--- src/rtl/lookup_input_arbiter_pkg.sv ---
// Shared definitions for the lookup input arbiter: FSM encoding and source indices.
package lookup_arb_pkg;

    typedef enum logic [1:0] {
        ARB_IDLE = 2'd0,
        ARB_PKT0 = 2'd1,
        ARB_PKT1 = 2'd2
    } arb_state_t;

    localparam logic SRC_RX  = 1'b0;
    localparam logic SRC_CPU = 1'b1;

endpackage

--- src/rtl/lookup_input_arbiter.sv ---
// Packet-atomic 2:1 AXI-Stream arbiter feeding the output-port-lookup stage.
// RX (source 0) and CPU (source 1) share one zero-latency combinational path.
module lookup_input_arbiter
    import lookup_arb_pkg::*;
#(
    parameter int C_AXIS_DATA_WIDTH  = 256,
    parameter int C_AXIS_TUSER_WIDTH = 128,
    parameter int C_S_AXI_DATA_WIDTH = 32
) (
    input  logic                            AXI_ACLK,
    input  logic                            AXI_RESET,

    input  logic [C_AXIS_DATA_WIDTH-1:0]    S0_AXIS_TDATA,
    input  logic [C_AXIS_DATA_WIDTH/8-1:0]  S0_AXIS_TSTRB,
    input  logic [C_AXIS_TUSER_WIDTH-1:0]   S0_AXIS_TUSER,
    input  logic                            S0_AXIS_TVALID,
    input  logic                            S0_AXIS_TLAST,
    output logic                            S0_AXIS_TREADY,

    input  logic [C_AXIS_DATA_WIDTH-1:0]    S1_AXIS_TDATA,
    input  logic [C_AXIS_DATA_WIDTH/8-1:0]  S1_AXIS_TSTRB,
    input  logic [C_AXIS_TUSER_WIDTH-1:0]   S1_AXIS_TUSER,
    input  logic                            S1_AXIS_TVALID,
    input  logic                            S1_AXIS_TLAST,
    output logic                            S1_AXIS_TREADY,

    output logic [C_AXIS_DATA_WIDTH-1:0]    M_AXIS_TDATA,
    output logic [C_AXIS_DATA_WIDTH/8-1:0]  M_AXIS_TSTRB,
    output logic [C_AXIS_TUSER_WIDTH-1:0]   M_AXIS_TUSER,
    output logic                            M_AXIS_TVALID,
    output logic                            M_AXIS_TLAST,
    input  logic                            M_AXIS_TREADY,

    input  logic                            cfg_strict_prio,
    input  logic                            cnt_clear,
    output logic [C_S_AXI_DATA_WIDTH-1:0]   pkt_count0,
    output logic [C_S_AXI_DATA_WIDTH-1:0]   pkt_count1
);

    arb_state_t state;
    arb_state_t state_next;
    logic       last_grant;
    logic       sel;
    logic       active;
    logic       sel_valid;
    logic       sel_last;
    logic       m_hs;

    // Grant selection: re-decided every IDLE cycle until the first beat is taken.
    always_comb begin
        sel    = SRC_RX;
        active = 1'b0;
        case (state)
            ARB_IDLE: begin
                active = S0_AXIS_TVALID | S1_AXIS_TVALID;
                if (S0_AXIS_TVALID && S1_AXIS_TVALID)
                    sel = cfg_strict_prio ? SRC_CPU : ~last_grant;
                else if (S1_AXIS_TVALID)
                    sel = SRC_CPU;
            end
            ARB_PKT0: begin
                active = 1'b1;
                sel    = SRC_RX;
            end
            ARB_PKT1: begin
                active = 1'b1;
                sel    = SRC_CPU;
            end
            default: begin
                active = 1'b0;
                sel    = SRC_RX;
            end
        endcase
    end

    assign sel_valid = (sel == SRC_CPU) ? S1_AXIS_TVALID : S0_AXIS_TVALID;
    assign sel_last  = (sel == SRC_CPU) ? S1_AXIS_TLAST  : S0_AXIS_TLAST;

    assign M_AXIS_TDATA  = (sel == SRC_CPU) ? S1_AXIS_TDATA : S0_AXIS_TDATA;
    assign M_AXIS_TSTRB  = (sel == SRC_CPU) ? S1_AXIS_TSTRB : S0_AXIS_TSTRB;
    assign M_AXIS_TUSER  = (sel == SRC_CPU) ? S1_AXIS_TUSER : S0_AXIS_TUSER;
    assign M_AXIS_TLAST  = sel_last;
    assign M_AXIS_TVALID = ~AXI_RESET & active & sel_valid;

    assign S0_AXIS_TREADY = ~AXI_RESET & active & (sel == SRC_RX)  & M_AXIS_TREADY;
    assign S1_AXIS_TREADY = ~AXI_RESET & active & (sel == SRC_CPU) & M_AXIS_TREADY;

    assign m_hs = M_AXIS_TVALID & M_AXIS_TREADY;

    // A single-beat packet never leaves IDLE; longer ones lock until TLAST.
    always_comb begin
        state_next = state;
        case (state)
            ARB_IDLE: begin
                if (m_hs && !sel_last)
                    state_next = (sel == SRC_CPU) ? ARB_PKT1 : ARB_PKT0;
            end
            ARB_PKT0, ARB_PKT1: begin
                if (m_hs && sel_last)
                    state_next = ARB_IDLE;
            end
            default: state_next = ARB_IDLE;
        endcase
    end

    always_ff @(posedge AXI_ACLK) begin
        if (AXI_RESET) begin
            state      <= ARB_IDLE;
            last_grant <= SRC_CPU;
        end else begin
            state <= state_next;
            if (state == ARB_IDLE && m_hs)
                last_grant <= sel;
        end
    end

    // Clear wins over a same-cycle TLAST increment.
    always_ff @(posedge AXI_ACLK) begin
        if (AXI_RESET || cnt_clear) begin
            pkt_count0 <= '0;
            pkt_count1 <= '0;
        end else if (m_hs && sel_last) begin
            if (sel == SRC_RX)
                pkt_count0 <= pkt_count0 + C_S_AXI_DATA_WIDTH'(1);
            else
                pkt_count1 <= pkt_count1 + C_S_AXI_DATA_WIDTH'(1);
        end
    end

endmodule

--- config.mk ---
export PLATFORM = sky130hd
export DESIGN_NAME = lookup_input_arbiter
export DESIGN_NICKNAME = d
export VERILOG_FILES = /design/src/rtl/lookup_input_arbiter_pkg.sv /design/src/rtl/lookup_input_arbiter.sv
export SDC_FILE = /design/constraint.sdc
export NUM_CORES = 1
export LEC_CHECK = 0
export CAP_MARGIN = 20
export CORE_AREA = 2 2 520 522
export CTS_BUF_LIST = sky130_fd_sc_hd__clkbuf_8
export CTS_CLUSTER_DIAMETER = 120
export DETAILED_ROUTE_END_ITERATION = 10
export DIE_AREA = 0 0 522 524
export REMOVE_ABC_BUFFERS = 1
export SYNTH_ARGS = -nofsm -noshare
export SYNTH_HDL_FRONTEND = slang
export SYNTH_SLANG_ARGS = --single-unit
export TNS_END_PERCENT = 5
--- constraint.sdc ---
create_clock -name AXI_ACLK -period 6 [get_ports AXI_ACLK]
set_input_delay 1.8 -clock AXI_ACLK [delete_from_list [all_inputs] [get_ports AXI_ACLK]]
set_output_delay 1.8 -clock AXI_ACLK [all_outputs]
set_load 0.005 [all_outputs]
==> impl_metrics.csv <==
group,metric,value,unit
route,routedWlPerCell,38.3,um
critical_path,worst-path-max-fanout,16,
clocking,clockBufferDepth,2,
critical_path,end_kind,"primary output",
yosys,seq_area_frac_synth,15.9,%
clocking,numCtsBuffers,9,
place,portBuffers,1324,
yosys,synth_top_area_share,56.7,%
layout,layout.nets,3929,
die,core.rowCount,190,
yosys,synth_area_leader_cell,"nand2_1",
die,die_h,524,um
route,drt_pass1_iterations,5,
clocking,root_buffer,"clkbuf_8",
route,route.met3.wl,34200,um
yosys,syn-mean-instance-area,4.79,um^2
layout,finalNonFillerCells,6710,
die,core_area,267000,um^2
critical_path,reg2reg_slack,2.73,ns
yosys,synth_edf_count,0,
timing,layout_min_cycle_time,5.97,ns
route,vias,18700,
route,routed_wirelength,257000,um
critical_path,r2r_start,"state[0]",
die,start_util,3.15,%
timing,fin_setup_tns,0,ns
power,vdd_drop_max,0.142,mV
route,wl_met2,111000,um
timing,worstMarginPinSlew,0.814,ns
run,drv_cap,0,
grt,antenna_found_initial,343,
yosys,async_reset_ff_share,0,%
clocking,clk_latency,0.39,ns
route,drt-met1-wl,106000,um
grt,grt_use_total,18.0,%
yosys,synth-seq-cells,67,
power,leakagePower,11.7,nW
yosys,ys.warnings.count,0,
clocking,clkTransAtPathRegs,0.09,ns
hold_path,hold_end,"pkt_count0[31]",
critical_path,start_kind,"input pin",
layout,drive_gt1_share,12.0,%
layout,post-route-util,11.0,%
critical_path,worstPathRequired,4.20,ns
critical_path,r2r_end,"pkt_count1[31]",
critical_path,arrival,4.17,ns
die,fp.dieArea,274000,um^2
clocking,htreeDepth,3,
grt,first_global_vias,17600,
power,finalPower,5.41,mW
timing,hold_violations,0,
place,routabilityCongestion,0.961,
yosys,yosysMostFrequentCell,"nand2_1",
grt,grt_max_degree,58,
yosys,netlist_area,8440,um^2
status,outcome,"complete, no violations",
hold_path,worstHoldPathType,"reg2reg",
yosys,synth_cell_types,47,
timing,max_slew_margin,45.7,%
die,die-width,522,um
critical_path,critical_path_class,"in2out",
timing,finClkSkew,0.0137,ns
timing,fmax,167,MHz
timing,fin_hold_ws,0.497,ns
route,detail_route.vias_per_cell,2.79,
hold_path,holdPathStages,2,
layout,fillers,31200,
yosys,synthTopCellsByArea,"nand2_1 57%, dfxtp_1 16%, clkbuf_1 4.7%, a21oi_1 2.4%, or3_1 1.9%",
clocking,cts_tree,"built",
die,ios,1325,
route,drcViolationCount,0,
critical_path,cp-startpoint,"cfg_strict_prio",
yosys,synth_common_cells,"1275 x nand2_1, 106 x clkbuf_1, 67 x dfxtp_1",
layout,syn2layout_area_growth,248,%
grt,grt_first_pass_wirelength,292000,um
timing,rsz0062_at_grt,"true",
route,top_layer,"met5",
timing,period_share,99.5,%
grt,grt_remaining_overflow,0,
route,detail-route-antenna-nets,0,
place,dpl.cell_count,6609,
clocking,cts.sinks,67,
place,place_hpwl,242000,um
hold_path,hp-start,"pkt_count0[31]",
route,drt-initial-drc-count,1211,
yosys,netlist_instances,1761,
power,power_density,185,nW/um^2
timing,final-setup-viol-count,0,
critical_path,reg2regPathDepth,10,
yosys,ys.flop_type,"dfxtp_1",
timing,drv_slew,0,
-- per-layer routing --
layer  vias to the layer above  global-route usage (%)
met5                         -                       0
met4                       212                    2.15
met3                       481                    9.61
met2                      1445                    28.2
met1                      8347                    22.1
li1                       8256                       -
-- logic make-up after synthesis --
| kind of cell | after synthesis | share of synthesized area, % |
|---|---|---|
| AND/OR/NAND/NOR | 1442 | 68.4 |
| buffers and inverters | 127 | 5.98 |
| AO/OA/AOI/OAI | 99 | 6.76 |
| flip-flops | 67 | 15.9 |
| XOR/XNOR | 18 | 1.87 |
| adder cells (fa/ha/maj) | 5 | 0.742 |
| multiplexers | 3 | 0.371 |
-- layout by cell type (no fill, tap or decap), types with 8 or more instances in the layout --
cell type,netlist,routed
nand2_1,1275,1255
clkdlybuf4s50_1,0,1087
buf_12,0,217
buf_4,1,91
diode_2,0,70
dfxtp_1,67,67
a21oi_1,41,41
nor2_1,33,33
o21ai_0,29,29
nand3_1,25,25
or3_1,25,25
nand4_1,22,22
nand2_2,0,20
inv_1,13,14
dlymetal6s2s_1,0,14
xnor2_1,13,13
o31ai_1,13,13
or4_1,12,12
clkbuf_8,0,9
nor3_1,8,8
-- critical path, cell delays in order --
cell and delay, ns:
clkdlybuf4s50_1 0.39, nand3b_1 0.28, buf_4 0.21, a31o_4 0.27, buf_12 0.17, buf_4 0.15
buf_12 0.14, nand2_1 0.28, nand2_1 0.25, buf_12 0.19
-- registers in the layout, summed over array words and instances, names as in the netlist --
register	flops
pkt_count0	32
pkt_count1	32
state	2
last_grant	1
-- report_power, final --
part | internal, mW | total [mW] | switching, mW | leakage (nW)
Combinational | 2.14 | 4.51 | 2.37 | 11.1
Sequential | 0.446 | 0.448 | 0.00204 | 0.540
Clock | 0.233 | 0.453 | 0.219 | 0.107
Total | 2.82 | 5.41 | 2.59 | 11.7
-- worst max-delay path by stage --
stage               slack, ns                end
floorplan              -15.10       M_AXIS_TLAST
global placement        -0.22   M_AXIS_TUSER[93]
detailed placement      -0.22   M_AXIS_TUSER[93]
CTS                     -0.02   M_AXIS_TUSER[73]
global route            -0.04  M_AXIS_TDATA[219]
finish                   0.03  M_AXIS_TDATA[203]
-- through the flow --
stage	worst slack, ns	instance area [um^2]
after global placement	-0.223	28600
after global routing	-0.0379	29200
final	0.0284	29300
after floorplan	-15.10	7980
after CTS	-0.0223	29000
after detailed placement	-0.215	28600
-- repair_timing --
action | in CTS | in global routing
hold buffers | 0 | 0
gates cloned | 1 | 2
setup buffers | 6 | 6
pin swaps | 3 | 1
gates resized for setup | 15 | 33
endpoints found under the setup margin | 74 | 69
-- cell type report --
class                   instances  area, um^2  area share (%)
multi-input cells            1567        6670            22.8
clock inverters                 7        92.6           0.316
clock buffers                   9         124           0.422
flip-flops and latches         67        1340            4.57
inverters                      13        48.8           0.166
well taps                    3552        4440            15.2
diodes                         70         175           0.597
repair buffers               1425       16400            56.0
(Power assumes the default switching activity.)
